`config.mk`:
```
export PLATFORM = sky130hd
export DESIGN_NAME = iob_regfile_rd_stream
export DESIGN_NICKNAME = d
export VERILOG_FILES = /design/src/rtl/iob_regfile_rd_stream_pkg.sv /design/src/rtl/iob_regfile_rd_stream.sv
export SDC_FILE = /design/constraint.sdc
export NUM_CORES = 1
export LEC_CHECK = 0
export CORE_MARGIN = 3
export CORE_UTILIZATION = 41
export DETAILED_ROUTE_END_ITERATION = 8
export HOLD_SLACK_MARGIN = 0.08
export PLACE_DENSITY = 0.79
export SYNTH_ARGS = -nofsm -noshare
export SYNTH_HDL_FRONTEND = slang
export SYNTH_SLANG_ARGS = --single-unit
```
`constraint.sdc`:
```
create_clock -name clk -period 1.8 [get_ports clk]
set_input_delay 0.27 -clock clk [delete_from_list [all_inputs] [get_ports clk]]
set_output_delay 0.27 -clock clk [all_outputs]
set_load 0.02 [all_outputs]
```
`src/rtl/iob_regfile_rd_stream_pkg.sv`:
```
// Shared definitions for the register file streaming read engine.
// Holds the 2-bit FSM state encoding used by iob_regfile_rd_stream.
package iob_regfile_rd_stream_pkg;

  typedef enum logic [1:0] {
    ST_IDLE = 2'd0,
    ST_RUN  = 2'd1,
    ST_LAST = 2'd2
  } state_t;

endpackage

```
`src/rtl/iob_regfile_rd_stream.sv`:
```
// Streaming read engine: on start, walks a contiguous wrap-around address
// range of an external register file through its combinational read port
// and emits each word on a valid/ready stream with a last marker.
//
// Ports:
//   clk, rst            clock, asynchronous active-high reset
//   start               begin a burst (sampled only when idle)
//   first_addr, count   burst start address and length (0..2**ADDR_W)
//   busy, done          engine active / one-cycle completion pulse
//   rf_addr, rf_r_data  register file read port (data combinational)
//   m_valid, m_ready    output stream handshake
//   m_data, m_last      output word and final-word marker
module iob_regfile_rd_stream
  import iob_regfile_rd_stream_pkg::*;
#(
  parameter int ADDR_W = 2,
  parameter int DATA_W = 32
) (
  input  logic              clk,
  input  logic              rst,
  input  logic              start,
  input  logic [ADDR_W-1:0] first_addr,
  input  logic [ADDR_W:0]   count,
  output logic              busy,
  output logic              done,
  output logic [ADDR_W-1:0] rf_addr,
  input  logic [DATA_W-1:0] rf_r_data,
  output logic              m_valid,
  input  logic              m_ready,
  output logic [DATA_W-1:0] m_data,
  output logic              m_last
);

  state_t            state;
  logic [ADDR_W-1:0] addr;
  logic [ADDR_W:0]   remaining;

  // Read address comes straight from the counter register, never from inputs.
  assign rf_addr = addr;
  assign busy    = (state != ST_IDLE);

  always_ff @(posedge clk or posedge rst) begin
    if (rst) begin
      state     <= ST_IDLE;
      addr      <= '0;
      remaining <= '0;
      done      <= 1'b0;
      m_valid   <= 1'b0;
      m_last    <= 1'b0;
      m_data    <= '0;
    end else begin
      done <= 1'b0;
      unique case (state)
        ST_IDLE: begin
          if (start) begin
            if (count != '0) begin
              addr      <= first_addr;
              remaining <= count;
              state     <= ST_RUN;
            end else begin
              // Empty burst completes immediately with no beats.
              done <= 1'b1;
            end
          end
        end
        ST_RUN: begin
          // Load when the output register is empty or being drained this cycle.
          if (!m_valid || m_ready) begin
            m_data    <= rf_r_data;
            m_valid   <= 1'b1;
            m_last    <= (remaining == (ADDR_W+1)'(1));
            addr      <= addr + ADDR_W'(1);
            remaining <= remaining - (ADDR_W+1)'(1);
            if (remaining == (ADDR_W+1)'(1)) state <= ST_LAST;
          end
        end
        ST_LAST: begin
          if (m_ready) begin
            m_valid <= 1'b0;
            m_last  <= 1'b0;
            done    <= 1'b1;
            state   <= ST_IDLE;
          end
        end
        default: state <= ST_IDLE;
      endcase
    end
  end

endmodule

```
==> metrics.md, run 1 <==
| Metric | Value |
|---|---|
| Status | finished, final reports clean |
| Startpoint Class | register |
| Largest family of logic cells by synthesized area | multiplexers |
| Core Util, Final | 66.4% |
| Sink Count | 42 |
| Top-level I/O count | 79 |
| Synthesis Warnings | 0 |
| CTS tree | built |
| Synth top cells by count | dfrtp_1 (42), mux2_2 (32), a21oi_1 (6) |
| Adder-cell share of the synthesized area | 1.42% |
| Post-synthesis xor/xnor area fraction | 0.495% |
| Vias in the first global route | 1437 |
| Compound-Gate Fraction of Synth Area | 6.58% |
| Most frequent cell after synthesis | dfrtp_1 |
| PnR worst setup slack | 0.152 ns |
| Setup bufs post-CTS | 0 |
| Detailed Place HPWL | 3100 um |
| Post-synth ARST share | 100% |
| Die H | 71.7 um |
| Crit end category | primary output |
| DR iter-0 viols | 65 |
| Post-Synth Simple-Gate Area | 8.00% |
| Root Buffer | clkbuf_8 |
| Static leakage | 1.14 nW |
| Starting Density | 43.3% |
| Tot Pwr | 4.76 mW |
| Total of max-cap violations | 0 |
| Netlist cell types | 28 |
| DRC | 0 |
| Final Cell Area | 2710 um^2 |
| Post-synth EDFFs | 0 |
| CP Max Fanout | 8 |
| GPL Wtd Cong | 0.802 |
| Period utilisation layout | 91.6% |
| Worst-case clock buffer depth | 2 |
| WL final | 4100 um |
| Drt first pass iters | 4 |
| Avg Inst Size Synth | 13.9 um^2 |
| Die footprint | 5140 um^2 |
| Post-synth top flop | dfrtp_1 |
| I/O Buffers | 78 |
| Critical path class | reg -> out |
| Fmax achieved | 0.607 GHz |
| R2r setup slk | 0.15 ns |
| Number of hold violations in the final report | 0 |
| Worst-case clock skew | 0.00507 ns |
| Std cell rows | 23 |
| Minimum clock period | 1.65 ns |
| Setup TNS | 0 ns |
| Crit path DAT | 1.38 ns |
| Layout cells sized above 1 | 23.4% |
| Syn Inst Count | 127 |
| RSZ-0062 raised after global routing | false |
| Cell area after synthesis | 1770 um^2 |
| Remaining antenna violation count after routing | 0 |
| Post-Place Setup Slack | 0.0377 ns |
| Cell taking the most area after synthesis | dfrtp_1 |
| Core Region | 4090 um^2 |
| Capture point of the worst reg-to-reg path | m_data[16] |
| Vias | 1313 |
| Global-route usage over all layers | 16.8% |
| Yosys reg bits | 42 |
| Required time of the worst setup path | 1.53 ns |
| Worst r2r src | state[0] |
| Post-synthesis mux area share | 20.9% |
| Final #Nets | 257 |
| Rel. slew slack | 65.3% |
| Post-synthesis sequential area ratio | 59.4% |
| Drt wl/cell | 15.5 um |
| CTS buffer count | 5 |
| Number of vias per cell | 4.97 |
| ANT cells | 0 |
| Gr ovfl total | 0 |
| IR drop worst, VDD | 1020 uV |
| Synth top area share | 59.4% |
| Final setup fails | 0 |
| Cell depth of the worst flop-to-flop path | 4 |
| Power per cell area | 1760 nW/um^2 |
| H-tree levels | 2 |
| Area post-placement | 2640 um^2 |
| P&R area growth vs syn | 53.4% |
| Initial antenna violation count | 0 |
| Largest net degree at the start of global routing | 43 |
| Hold Crit Class | in -> async |
| Worst skew pair latency | 0.29 ns |
| Die width | 71.7 um |
| Clock slew at reported path FFs | 0.07 ns |
| Max-slew violations | 0 |
| Post-Syn Nets | 170 |
| Top post-synthesis cells by area | dfrtp_1 (59%), mux2_2 (20%), a21oi_1 (1.7%) |
| Measured slew at the worst slew-check pin | 0.521 ns |
| First-pass GRT wire length | 6670 um |
## worst max path at each step
stage,startpoint,end,cells past startpoint
final,state[1],busy,2
after global routing,state[0],m_data[10],4
after CTS,state[0],m_data[4],4
after detailed placement,start,remaining[1],5
after global placement,start,remaining[1],5
after floorplan,m_valid,rf_addr[0],6
## per-layer routing
metal,vias to the layer above,routed length [um],share of wire [%],track usage [%]
met5,-,0,0,0
met4,0,61,1.5,5.43
met3,8,466,11,9.26
met2,61,1970,48,26.3
met1,626,1610,39,19.6
li1,618,-,-,-
## what timing repair did
item                                    4_1_cts  5_1_grt
hold buffers                                  0        0
endpoints found under the setup margin        1        0
gates resized for setup                       1        0
## state kept, by name, indices dropped and copies added (netlist names)
register,count
done,1
m_data,32
m_last,1
m_valid,1
remaining,3
rf_addr,2
state,2
## where the power goes
| group | leakage, nW | internal [mW] | switching (mW) | total (mW) |
|---|---|---|---|---|
| Clock | 0.0383 | 0.267 | 0.294 | 0.561 |
| Sequential | 0.491 | 1.40 | 0.279 | 1.68 |
| Combinational | 0.613 | 1.36 | 1.16 | 2.52 |
| Total | 1.14 | 3.03 | 1.74 | 4.76 |
## cell type report
| type | instances | area (um^2) |
|---|---|---|
| clock buffer | 7 | 76.3 |
| timing repair buffer | 85 | 845 |
| inverter | 4 | 15.0 |
| multi-input combinational | 76 | 662 |
| tap | 50 | 62.6 |
| fill | 299 | 1380 |
| sequential | 42 | 1050 |
## worst max-delay path, stage by stage, from the launching register on
cell and delay (ns):
dfrtp_1 0.47, or2_2 0.30, dlygate4sd2_1 0.32
## cells by family after synthesis
logic type	after synthesis
DFF	42
muxes	33
and+or+nand+nor	23
AOI/OAI and AO/OA	17
buffers and inverters	9
adders and majority gates	2
xor gates and xnor gates	1
## cells in the final DEF (no fill, tap or decap), types with 2 or more instances in the layout
cell type / synthesis / layout
nand2_1: 4 / 4
nand2b_1: 3 / 3
mux2_2: 32 / 32
nor3_1: 2 / 2
nor2b_1: 2 / 2
ha_1: 2 / 2
nor2b_4: 2 / 2
nor2_1: 4 / 4
buf_4: 0 / 6
clkbuf_1: 1 / 2
nand3_1: 2 / 2
a21oi_1: 6 / 6
nor3b_1: 2 / 2
o21ai_0: 4 / 4
dfrtp_1: 42 / 42
inv_1: 4 / 4
clkdlybuf4s50_1: 0 / 77
a22oi_1: 2 / 2
clkbuf_8: 0 / 5
## stage by stage
step	instances	hold WS, ns
after floorplan	127	0.422
after global placement	257	0.490
after detailed placement	257	0.497
after CTS	264	0.425
after global routing	264	0.481
final	264	0.411
Power figures use the tool's default switching activity.
==> inputs of run 2 (changes only) <==
--- a/config.mk
+++ b/config.mk
@@ -10,6 +10,7 @@
 export DETAILED_ROUTE_END_ITERATION = 8
 export HOLD_SLACK_MARGIN = 0.08
 export PLACE_DENSITY = 0.79
+export REMOVE_ABC_BUFFERS = 1
 export SYNTH_ARGS = -nofsm -noshare
 export SYNTH_HDL_FRONTEND = slang
 export SYNTH_SLANG_ARGS = --single-unit
==> run 2 against run 1 <==
Effect of this change: count of clock-buffer cells in the layout is the same; highest routed layer unchanged; register-to-register slack gained 0.02 ns; sequential share of layout area stayed put; design area unchanged; flip-flop and latch count unchanged; via count up 0.84%; setup slack got worse by 0.013 ns; die area unchanged; critical path depth stayed put; non-clock buffer count unchanged.
==> metrics.md, run 2 (synthesis gave the netlist of run 1 again) <==
| Metric | Value |
|---|---|
| IR drop worst, VDD | 1220 uV (+20%) |
| Std cell rows | 23 (unchanged) |
| Post-Place Setup Slack | 0.0556 ns (+0.0179 ns) |
| GPL Wtd Cong | 0.857 (+6.9%) |
| Register area | 1050 um^2 (unchanged) |
| CTS tree | built |
| RSZ-0062 raised after global routing | false |
| CP Max Fanout | 8 (unchanged) |
| Setup TNS | 0 ns (unchanged) |
| Sink Count | 42 (unchanged) |
| Crit end category | primary output |
| Clock slew at reported path FFs | 0.07 ns (about the same) |
| Most frequent cells in the layout | clkdlybuf4s50_1 (77), dfrtp_1 (42), mux2_2 (32) |
| Root Buffer | clkbuf_8 |
| DRC | 0 (unchanged) |
| Fmax achieved | 0.602 GHz (-0.79%) |
| Die width | 71.7 um (unchanged) |
| Final setup fails | 0 (unchanged) |
| Global-route usage over all layers | 18.2% (+1.4 points) |
| Minimum clock period | 1.66 ns (+0.0131 ns) |
| Top-level I/O count | 79 (unchanged) |
| Largest net degree at the start of global routing | 30 (-30%) |
| Static leakage | 1.14 nW (about the same) |
| Number of hold violations in the final report | 0 (unchanged) |
| Cells resized by post-CTS repair | 1 (unchanged) |
| Hold_buf cts | 0 (unchanged) |
| Biggest regs | m_data: 32 flops, remaining: 3 flops |
| Startpoint Class | register |
| Max-slew violations | 0 (unchanged) |
| Most common cell after layout, fill and taps aside | clkdlybuf4s50_1 |
| PnR worst setup slack | 0.138 ns (-0.0131 ns) |
| Crit path DAT | 1.39 ns (about the same) |
| Setup bufs post-CTS | 0 (unchanged) |
| Max reg flops | 32 (unchanged) |
| Power per cell area | 1760 nW/um^2 (+0.24%) |
| Initial antenna violation count | 0 (unchanged) |
| Dpl cells | 257 (unchanged) |
| Worst-case clock skew | 0.00356 ns (-0.00151 ns) |
| Die footprint | 5140 um^2 (unchanged) |
| I/O Buffers | 78 (unchanged) |
| Rel. slew slack | 80.1% (+15 points) |
| Worst skew pair latency | 0.29 ns (about the same) |
| Gr ovfl total | 0 (unchanged) |
| CTS buffer count | 5 (unchanged) |
| Drt wl/cell | 16.1 um (+3.5%) |
| Layout cells sized above 1 | 23.4% (unchanged) |
| ANT cells | 0 (unchanged) |
| Final Cell Area | 2710 um^2 (unchanged) |
| Area post-placement | 2640 um^2 (unchanged) |
| Final #Nets | 257 (unchanged) |
| DR iter-0 viols | 18 (-72%) |
| Multi-input logic area | 662 um^2 (unchanged) |
| Critical path class | reg -> out |
| H-tree levels | 2 (unchanged) |
| Vias | 1324 (+0.84%) |
| Drt first pass iters | 4 (unchanged) |
| Die H | 71.7 um (unchanged) |
| Top reg by flops | m_data |
| Core Region | 4090 um^2 (unchanged) |
| Hold Crit Class | in -> async |
| P&R area growth vs syn | 53.4% (unchanged) |
| Measured slew at the worst slew-check pin | 0.296 ns (-0.225 ns) |
| Total of max-cap violations | 0 (unchanged) |
| Remaining antenna violation count after routing | 0 (unchanged) |
| First-pass GRT wire length | 7070 um (+5.9%) |
| Starting Density | 43.3% (unchanged) |
| Status | finished, final reports clean |
| Worst-case clock buffer depth | 2 (unchanged) |
| Fillcell total | 300 (+0.33%) |
| Post-route insts no fill | 264 (unchanged) |
| Number of vias per cell | 5.02 (+0.84%) |
| Required time of the worst setup path | 1.53 ns (about the same) |
| Period utilisation layout | 92.3% (+0.73 points) |
| Detailed Place HPWL | 3230 um (+3.9%) |
| WL final | 4250 um (+3.5%) |
| Vias in the first global route | 1532 (+6.6%) |
run 2: worst max-delay path: stages, from the launching register on:
cell           delay (ns)
dfrtp_1              0.48
or2_2                0.31
dlygate4sd2_1        0.32
run 2: through the flow:
stage | power, mW | util, % | hold slack, ns
after floorplan | 3.01 | - | 0.422
after global placement | 4.16 | 64.5 | 0.490
after detailed placement | 4.26 | 64.5 | 0.496
after CTS | 4.85 | 66.4 | 0.333
after global routing | 5.06 | 66.4 | 0.367
final | 4.78 | 66.4 | 0.337
run 2: cell type report:
cell class / count / area share (%)
Sequential cell: 42 / 38.8
Clock buffer: 7 / 2.81
Timing Repair Buffer: 85 / 31.1
Tap cell: 50 / 2.31
Inverter: 4 / 0.554
Multi-Input combinational cell: 76 / 24.4
run 2: final timing paths:
path                            slack (ns)    endpoint  depth (start not counted)       start
worst max-delay path                  0.14        busy                          2    state[1]
worst min-delay path                  0.34   m_data[6]                          3         rst
worst max register to register        0.17  m_data[19]                          4    state[0]
worst min register to register        0.51  m_data[21]                          1  m_data[21]
max in group asynchronous             1.20   m_data[7]                          3         rst
min in group clk                      0.51  m_data[21]                          1  m_data[21]
run 2: where the power goes:
group | internal (mW) | total [mW] | switching (mW)
combinational | 1.35 | 2.52 | 1.17
sequential | 1.40 | 1.70 | 0.294
clock | 0.267 | 0.562 | 0.295
run 2: per-layer routing:
metal	GRT usage (%)	routed length (um)
met4	8.35	92
met1	19.4	1610
met2	29.1	2020
met5	0	0
met3	10.4	530
